File: src/rtl/arith_ctrl_pkg.sv
// Shared state encoding, datapath mux selects and mode constants for the shift/add sequencer.
package arith_ctrl_pkg;

  typedef enum logic [2:0] {
    IDLE,
    LOAD,
    ITER,
    FIX,
    DONE
  } state_t;

  localparam logic [1:0] SEL_IDLE = 2'b10;
  localparam logic [1:0] SEL_LOAD = 2'b11;
  localparam logic [1:0] SEL_ITER = 2'b01;
  localparam logic [1:0] SEL_DONE = 2'b00;

  localparam logic MODE_MUL = 1'b0;
  localparam logic MODE_DIV = 1'b1;

endpackage

File: src/rtl/iter_counter.sv
// CW-bit iteration down-counter; clear beats load beats decrement.
module iter_counter #(
  parameter int CW = 3
) (
  input  logic          clk,
  input  logic          reset,
  input  logic [CW-1:0] init,
  input  logic          load,
  input  logic          dec,
  input  logic          clr,
  output logic [CW-1:0] count,
  output logic          zero
);

  always_ff @(posedge clk or negedge reset) begin
    if (!reset) begin
      count <= '0;
    end else if (clr) begin
      count <= '0;
    end else if (load) begin
      count <= init;
    end else if (dec) begin
      count <= count - 1'b1;
    end
  end

  assign zero = (count == '0);

endmodule

File: src/rtl/seq_arith_controller.sv
// Control FSM sequencing WIDTH-bit shift-add multiply and non-restoring divide.
// Outputs decode combinationally from state, latched mode and the live sign bit.
module seq_arith_controller
  import arith_ctrl_pkg::*;
#(
  parameter int WIDTH = 8,
  parameter int CW    = $clog2(WIDTH)
) (
  input  logic          clk,
  input  logic          reset,
  input  logic          start,
  input  logic          mode,
  input  logic          sign,
  input  logic          abort,
  output logic          load,
  output logic          add,
  output logic          sub,
  output logic [1:0]    sel,
  output logic          shift,
  output logic          inbit,
  output logic          busy,
  output logic          valid,
  output logic [CW-1:0] count
);

  state_t state;
  logic   mode_q;
  logic   zero;
  logic   cnt_load;
  logic   cnt_dec;
  logic   cnt_clr;

  // abort is only honoured once a command is in flight
  assign cnt_clr  = abort && (state != IDLE);
  assign cnt_load = (state == LOAD);
  assign cnt_dec  = (state == ITER) && !zero;

  iter_counter #(.CW(CW)) u_cnt (
    .clk   (clk),
    .reset (reset),
    .init  (CW'(WIDTH - 1)),
    .load  (cnt_load),
    .dec   (cnt_dec),
    .clr   (cnt_clr),
    .count (count),
    .zero  (zero)
  );

  always_ff @(posedge clk or negedge reset) begin
    if (!reset) begin
      state  <= IDLE;
      mode_q <= MODE_MUL;
    end else begin
      case (state)
        IDLE: begin
          if (start) begin
            state  <= LOAD;
            mode_q <= mode;
          end
        end
        LOAD:    state <= abort ? IDLE : ITER;
        ITER: begin
          if (abort) begin
            state <= IDLE;
          end else if (zero) begin
            state <= (mode_q == MODE_DIV) ? FIX : DONE;
          end
        end
        FIX:     state <= abort ? IDLE : DONE;
        DONE:    state <= IDLE;
        default: state <= IDLE;
      endcase
    end
  end

  always_comb begin
    load  = 1'b0;
    add   = 1'b0;
    sub   = 1'b0;
    shift = 1'b0;
    inbit = 1'b0;
    valid = 1'b0;
    busy  = (state != IDLE);
    sel   = SEL_IDLE;
    case (state)
      LOAD: begin
        load = 1'b1;
        sel  = SEL_LOAD;
      end
      ITER: begin
        sel   = SEL_ITER;
        shift = 1'b1;
        add   = sign;
        // divide: subtract on a non-negative remainder, quotient bit is its complement
        if (mode_q == MODE_DIV) begin
          sub   = ~sign;
          inbit = ~sign;
        end
      end
      FIX: begin
        sel = SEL_ITER;
        add = sign;
      end
      DONE: begin
        sel   = SEL_DONE;
        valid = 1'b1;
      end
      default: ;
    endcase
  end

endmodule
File: config.mk
export PLATFORM = sky130hd
export DESIGN_NAME = seq_arith_controller
export DESIGN_NICKNAME = d
export VERILOG_FILES = /design/src/rtl/arith_ctrl_pkg.sv /design/src/rtl/iter_counter.sv /design/src/rtl/seq_arith_controller.sv
export SDC_FILE = /design/constraint.sdc
export NUM_CORES = 1
export LEC_CHECK = 0
export ABC_AREA = 1
export CORE_AREA = 3 3 40 42
export CTS_CLUSTER_DIAMETER = 30
export CTS_CLUSTER_SIZE = 12
export DETAILED_ROUTE_END_ITERATION = 10
export DIE_AREA = 0 0 43 45
export GPL_ROUTABILITY_DRIVEN = 0
export PLACE_DENSITY_LB_ADDON = 0.05
export SLEW_MARGIN = 20
export SYNTH_ARGS = -nofsm -noshare
export SYNTH_HDL_FRONTEND = slang
export SYNTH_SLANG_ARGS = --single-unit
File: constraint.sdc
create_clock -name clk -period 2 [get_ports clk]
set_input_delay 0.4 -clock clk [delete_from_list [all_inputs] [get_ports clk]]
set_output_delay 0.4 -clock clk [all_outputs]
set_load 0.05 [all_outputs]
---- Yosys cells after proc, flatten, opt, wreduce, memory -nomap -nowiden ----
Cells that the tools add are included.
storage, ports and cells
  word-level logic and storage cells ...... 38
  bits of input ports ..................... 6
  register bits after elaboration ......... 7
operators by class
  reductions and logical operators ........ 10
  equal/unequal tests ..................... 6
  add/subtract/negate cells ............... 1
  bitwise gates (word level) .............. 1
  multiplexer cells ....................... 17
operators with widths
  operator                                                             count
  3-bit two-way mux                                                    8
  3-bit case mux with 4 select lines                                   1
  3-bit by 2-bit == test with 1-bit output (second input constant)     2
  3-bit zero test                                                      2
  1-bit two-way mux                                                    6
  2-bit case mux with 3 select lines                                   1
  3-bit nonzero test                                                   2
  2-bit AND reduction                                                  2
  3-bit by 1-bit == test with 1-bit output (second input constant)     1
  3-bit == test (second input constant)                                1
  3-bit inequality test (second input constant)                        1
  3-bit by 1-bit subtractor with 3-bit output (second input constant)  1
  1-bit logical AND                                                    2
  2-bit two-way mux                                                    1
  2-bit inequality test (second input constant)                        1
  2-bit OR reduction                                                   1
  1-bit zero test                                                      1
  1-bit NOT                                                            1

---- Depth between registers and ports, before layout ----
Gate-level depths: netlist of the first run.
  depth after elaboration ................. 6
  mapped depth ............................ 8
  mapped depth without buffers ............ 8

---- Hierarchy ----
A second synthesis of the first run with hierarchy kept.
second synthesis, totals
  cell total of the unflattened synthesis .. 70
  area total of the unflattened synthesis .. 493.0 um2
modules (own cells, without submodules)
  module                times used  seq. area each (um2)  cells an instance  area an instance (um2)
  seq_arith_controller  1           100.1                 44                 301.5
  iter_counter          1           75.1                  26                 191.4

---- Worst setup path after synthesis of the first run ----
Ideal clock, no wire load.
  path type ............................... reg-to-output
  start ................................... register state[0]
  end ..................................... output sub
  data arrival time ....................... 2.141 ns
  path buffers ............................ 1
  slack ................................... -0.541 ns
  cell stages (with the launch flop) ...... 5
  cell sequence ........................... dfrtp_1 > nor2_4 > nand2_1 > nor3_1 > buf_4
on the way
  cells in the longest elaborated chain, start to end .. 2
RTL lines
  item                                      RTL line                    text
  from (decl)                               seq_arith_controller.sv:26  state_t state;
  from (signal assigned)                    seq_arith_controller.sv:61  LOAD: state <= abort ? IDLE : ITER;
  from (signal assigned)                    seq_arith_controller.sv:66  state <= (mode_q == MODE_DIV) ? FIX : DONE;
  from (signal assigned)                    seq_arith_controller.sv:69  FIX: state <= abort ? IDLE : DONE;
  3-bit by 2-bit == test with 1-bit output  -
  1-bit two-way mux                         -
  to (decl)                                 seq_arith_controller.sv:17  output logic sub,
Every way passes these cells.

---- Worst setup path in the final report of the first run ----
  start ................................... register state[1]
  end ..................................... output add
on the way
  cells in the longest elaborated chain, start to end .. 3
RTL lines
  item                                      RTL line                    text
  3-bit by 2-bit == test with 1-bit output  seq_arith_controller.sv:85  case (state)
  2-bit OR reduction (no source line) (*)   -
  1-bit two-way mux (*)                     seq_arith_controller.sv:85
  to (decl)                                 seq_arith_controller.sv:16  output logic add,
Mark *: on every way between the ends. The rest lies on a longest branch, timed or not.

==> summary.txt, run 1 <==
placed instance area - 745.7 um2
kind of critical path - reg2out
ratio of cells with drive above 1 in the final layout - 27.27%
GRT Util Overall - 11.08%
Min-Delay Path Class - in2async
drt wl/cell - 9.340 um
Worst-path clk slew - 50 ps
DP Wirelength - 869.8 um
CTS root buf - clkbuf_4
Mapped Cells - 68
Total Die Area - 0.001935 mm2
Max Clk Rate - 539.3 MHz
Final Max Slew Viols - 0
total number of H-tree levels - 1
Worst Path Max Fanout - 4
global-route wire length before repair - 1683 um
Antenna Cells - 0
Via Count - 472
num rows - 13
core area - 0.001285 mm2
M1 wire length - 480 um
Final ANT Viol Nets - 0
initial antenna violation count - 0
TritonCTS clock tree - yes
Max Cap Viol - 0
Worst Setup End Kind - output pin
chip width - 43 um
Rel. slew slack - 67.08%
Final TNS setup - 0 ps
Clock Path Buffers - 2
Hold Fails Final Rpt - 0
final period utilization - 92.72%
DR vias/cell - 4.583
mapped cell area - 491.7 um2
Distinct cells, synth - 18
fin crit period - 1854 ps
total CTS buffers - 3
Iter 0 DRT Violations - 5
Avg Inst Size Synth - 7.231 um2
Clock Skew - 0.1576 ps
fin area - 778.2 um2
Worst-Margin Slew - 492.2 ps
drt pass-1 iters - 2
final WL - 962 um
Arrival @ worst endpoint - 1450 ps
# DRC - 0
status - completed
Yosys reg bits - 7
clock latency on the worst-skew pair - 240 ps
Fillers - 128
RSZ-0062 raised after global routing - false
Top Layer Used - met3
IO buf count - 17
post-synthesis sequential area ratio - 35.62%
area grow syn2layout - 58.27%
register area - 175.2 um2
vias in the first global route - 397
Critical Path RT - 1600 ps
Final nets - 97
Ports - 18
Final setup viols - 0
gr ovfl total - 0
CTS sink count - 7
routed wl met3 - 26 um
synth warn - 0
largest net degree at the start of global routing - 9
met2 wire len - 455 um
die height - 45 um
startpoint types - register
syn nets - 76
Multi-input gate area - 277.8 um2
Starting Density - 38.27%
[cells in the mapped netlist]
| master | count | area, um2 |
|---|---|---|
| dfrtp_1 | 7 | 175.2 |
| a21oi_1 | 1 | 5.000 |
| and2_1 | 1 | 6.260 |
| nor2_1 | 9 | 33.78 |
| o211ai_1 | 1 | 7.510 |
| nand3_1 | 6 | 30.03 |
| ha_1 | 2 | 25.02 |
| nand2_1 | 15 | 56.30 |
| nand2_4 | 1 | 11.26 |
| nor2_4 | 2 | 22.52 |
| nor3_1 | 1 | 5.000 |
| inv_1 | 9 | 33.78 |
| a21boi_1 | 1 | 7.510 |
| buf_4 | 1 | 7.510 |
| nand3_2 | 1 | 10.01 |
| inv_2 | 3 | 11.26 |
| nand4_1 | 4 | 25.02 |
| nand2_2 | 3 | 18.77 |
[through the flow]
stage,util [%],hold WS (ps),cells,setup WS [ps]
floorplan,-,104.4,68,-49.73
global placement,58.03,546.2,99,244.0
detailed placement,58.03,546.7,99,221.3
CTS,60.08,410.9,103,81.47
global route,60.56,413.4,103,46.27
finish,60.56,409.7,103,145.7
[sequential cells by signal (all words and copies together), names as in the netlist]
name and count:
mode_q 1, state 3, u_cnt.count 3
[area by class of cell]
class,count,share of cell area [%]
Clock buffer,4,3.376
Inverter,12,5.788
Multi-Input combinational cell,48,35.69
Sequential cell,7,22.51
Tap cell,15,2.412
Timing Repair Buffer,17,30.23
[metal layers]
metal | GRT usage [%] | vias to the layer above
met5 | 0 | -
met4 | 3.614 | 0
met3 | 1.195 | 0
met2 | 16.47 | 8
met1 | 16.79 | 208
li1 | - | 256
[critical path, cell delays in order, from the launching register on]
cell	delay, ps
dfrtp_1	410
inv_2	100
nor2_4	130
nand2_1	150
a21boi_1	260
buf_12	170
[timing repair]
| item | 4_1_cts | 5_1_grt |
|---|---|---|
| resized for setup | 0 | 1 |
| hold buffers | 0 | 0 |
| buffers inserted | 0 | 0 |
| setup endpoints to repair | 0 | 2 |
[cells by family after synthesis]
logic type                 count (synthesis)  share of synthesized area (%)
DFF                                        7                          35.62
adders and majority gates                  2                          5.088
and+or+nand+nor                           43                          44.53
buffers and inverters                     13                          10.69
AOI/OAI and AO/OA                          3                          4.071
[worst paths after layout]
| path | from | endpoint | slack (ps) | depth (start not counted) |
|---|---|---|---|---|
| setup / recovery | state[1] | add | 150 | 5 |
| hold / removal | reset | u_cnt.count[2] | 410 | 1 |
| setup reg to reg | u_cnt.count[0] | state[1] | 680 | 7 |
| hold reg to reg | u_cnt.count[1] | u_cnt.count[1] | 550 | 2 |
| max in group asynchronous | reset | state[2] | 1370 | 1 |
| min in group clk | u_cnt.count[1] | u_cnt.count[1] | 550 | 2 |
[cell usage in the layout (no fill, tap or decap), types with 3 or more instances in the layout]
master           instances
buf_12                   7
nand2_2                  3
nand3_1                  6
clkdlybuf4s50_1          8
inv_1                    9
nand4_1                  4
nand2_1                 15
clkbuf_4                 3
inv_2                    3
dfrtp_1                  7
nor2_1                   8
Power of run 1 is not shown: default switching activity piles up to over one toggle a cycle in this logic, so the estimate is an artifact.
==> run 2, diff against run 1 <==
--- a/config.mk
+++ b/config.mk
@@ -12,6 +12,7 @@
 export DETAILED_ROUTE_END_ITERATION = 10
 export DIE_AREA = 0 0 43 45
 export GPL_ROUTABILITY_DRIVEN = 0
+export GPL_TIMING_DRIVEN = 0
 export PLACE_DENSITY_LB_ADDON = 0.05
 export SLEW_MARGIN = 20
 export SYNTH_ARGS = -nofsm -noshare
==> run 2 against run 1 <==
First-iteration DRC count up 40%. Setup slack worse by 49 ps. Non-clock buffer count increased by 1. Register-to-register slack hardly changed. Die area stayed put. Worst hold slack worse by 1.3 ps. Cell count grew 0.97%. Count of clock-buffer cells in the layout unchanged. Maximum frequency shrank 2.6%. Critical path type unchanged. Highest routed layer unchanged.
==> summary.txt, run 2 (synthesis gave the netlist of run 1 again) <==
gr ovfl total - 0 (unchanged)
IO buf count - 17 (unchanged)
most frequent cells in the layout - 14 x nand2_1, 9 x inv_1, 8 x nor2_1, 8 x clkdlybuf4s50_1, 7 x dfrtp_1 (was 15 x nand2_1, 9 x inv_1, 8 x nor2_1, 8 x clkdlybuf4s50_1)
RSZ-0062 raised after global routing - false (unchanged)
reg2reg setup slack - 670 ps (was 680 ps)
kind of critical path - reg2out (unchanged)
DR vias/cell - 4.529 (was 4.583)
total CTS buffers - 3 (unchanged)
drt pass-1 iters - 4 (was 2)
status - completed (unchanged)
placed instance area - 688.2 um2 (was 745.7 um2)
num rows - 13 (unchanged)
CTS root buf - clkbuf_4 (unchanged)
global-route wire length before repair - 1718 um (was 1683 um)
Final ANT Viol Nets - 0 (unchanged)
Fin Hold WS - 408.4 ps (was 409.7 ps)
Final setup viols - 0 (unchanged)
total number of H-tree levels - 1 (unchanged)
# DRC - 0 (unchanged)
TritonCTS clock tree - yes (unchanged)
vias in the first global route - 400 (was 397)
Largest regs - state: 3 flops, u_cnt.count: 3 flops, mode_q: 1 flops (unchanged)
clock latency on the worst-skew pair - 240 ps (about the same)
Post-Route Utilization - 53.46% (was 60.56%)
RR Startpoint - u_cnt.count[0] (unchanged)
Max Cap Viol - 0 (unchanged)
Clock Skew - 3.292 ps (was 0.1576 ps)
core area - 0.001285 mm2 (unchanged)
Iter 0 DRT Violations - 7 (was 5)
fin crit period - 1903 ps (was 1854 ps)
fin area - 686.9 um2 (was 778.2 um2)
startpoint types - register (unchanged)
GRT Util Overall - 11.67% (was 11.08%)
FF-to-FF End - state[1] (unchanged)
commonest non-fill, non-tap cell in the layout - nand2_1 (unchanged)
Max Clk Rate - 525.4 MHz (was 539.3 MHz)
beginning of the critical path - state[1] (unchanged)
CP Capture Point - valid (was add)
Worst-Margin Slew - 492.9 ps (was 492.2 ps)
area grow syn2layout - 39.69% (was 58.27%)
drt wl/cell - 9.462 um (was 9.340 um)
Rel. slew slack - 67.03% (was 67.08%)
setup repair bufs after CTS - 0 (unchanged)
Arrival @ worst endpoint - 1500 ps (was 1450 ps)
Worst Path Max Fanout - 4 (unchanged)
Critical Path RT - 1600 ps (about the same)
Worst-path clk slew - 50 ps (about the same)
final WL - 984 um (was 962 um)
Min-Delay Path Class - in2async (unchanged)
DP Wirelength - 842.1 um (was 869.8 um)
die height - 45 um (unchanged)
Final nets - 98 (was 97)
CTS sink count - 7 (unchanged)
Hold Fails Final Rpt - 0 (unchanged)
largest net degree at the start of global routing - 9 (unchanged)
Starting Density - 38.27% (unchanged)
Clock Path Buffers - 2 (unchanged)
chip width - 43 um (unchanged)
Total Die Area - 0.001935 mm2 (unchanged)
Final Max Slew Viols - 0 (unchanged)
initial antenna violation count - 0 (unchanged)
Worst Setup End Kind - output pin (unchanged)
ratio of cells with drive above 1 in the final layout - 25.84% (was 27.27%)
Via Count - 471 (was 472)
Fillers - 145 (was 128)
Ports - 18 (unchanged)
Worst R2R Path Depth - 7 (unchanged)
final period utilization - 95.16% (was 92.72%)
Antenna Cells - 0 (unchanged)
[run 2: area by class of cell]
type	count	area, um2	share of cell area (%)
well taps	15	18.77	2.732
multi-input cells	48	274.0	39.89
flip-flops and latches	7	175.2	25.50
clock buffers	4	26.28	3.825
inverters	12	45.04	6.557
plain buffers	1	7.507	1.093
repair buffers	17	140.1	20.40
[run 2: metrics by stage]
step / cells / setup TNS (ps) / worst slack, ps
after floorplan: 68 / -49.73 / -49.73
after global placement: 100 / -937.6 / -327.4
after detailed placement: 100 / -925.4 / -336.5
after CTS: 104 / 0 / 8.530
after global routing: 104 / 0 / 2.270
final: 104 / 0 / 96.86
[run 2: layer usage]
layer	vias to the layer above	track usage [%]	wire, um
li1	262	-	-
met1	197	18.27	535
met2	12	14.97	401
met3	0	2.390	47
met4	0	5.422	0
met5	-	0	0
[run 2: how the worst min path moves through the flow]
stage / startpoint / end / slack, ps / depth (start not counted)
CTS: reset / u_cnt.count[1] / 410 / 1
finish: reset / u_cnt.count[1] / 410 / 1
global route: reset / u_cnt.count[1] / 420 / 1
detailed placement: u_cnt.count[2] / u_cnt.count[2] / 560 / 2
global placement: u_cnt.count[1] / u_cnt.count[1] / 550 / 2
floorplan: reset / mode_q / 100 / 0
[run 2: what timing repair did]
| item | CTS | global route |
|---|---|---|
| hold buffers | 0 | 0 |
| setup endpoints to repair | 9 | 7 |
| resized for setup | 16 | 12 |
| gates cloned | 0 | 0 |
[run 2: worst max-delay path, stage by stage (launching register included)]
cell	delay (ps)
dfrtp_1	420
inv_2	140
nand2_1	100
nor2_2	110
clkdlybuf4s15_1	500
Power of run 2 is left out for the same reason.
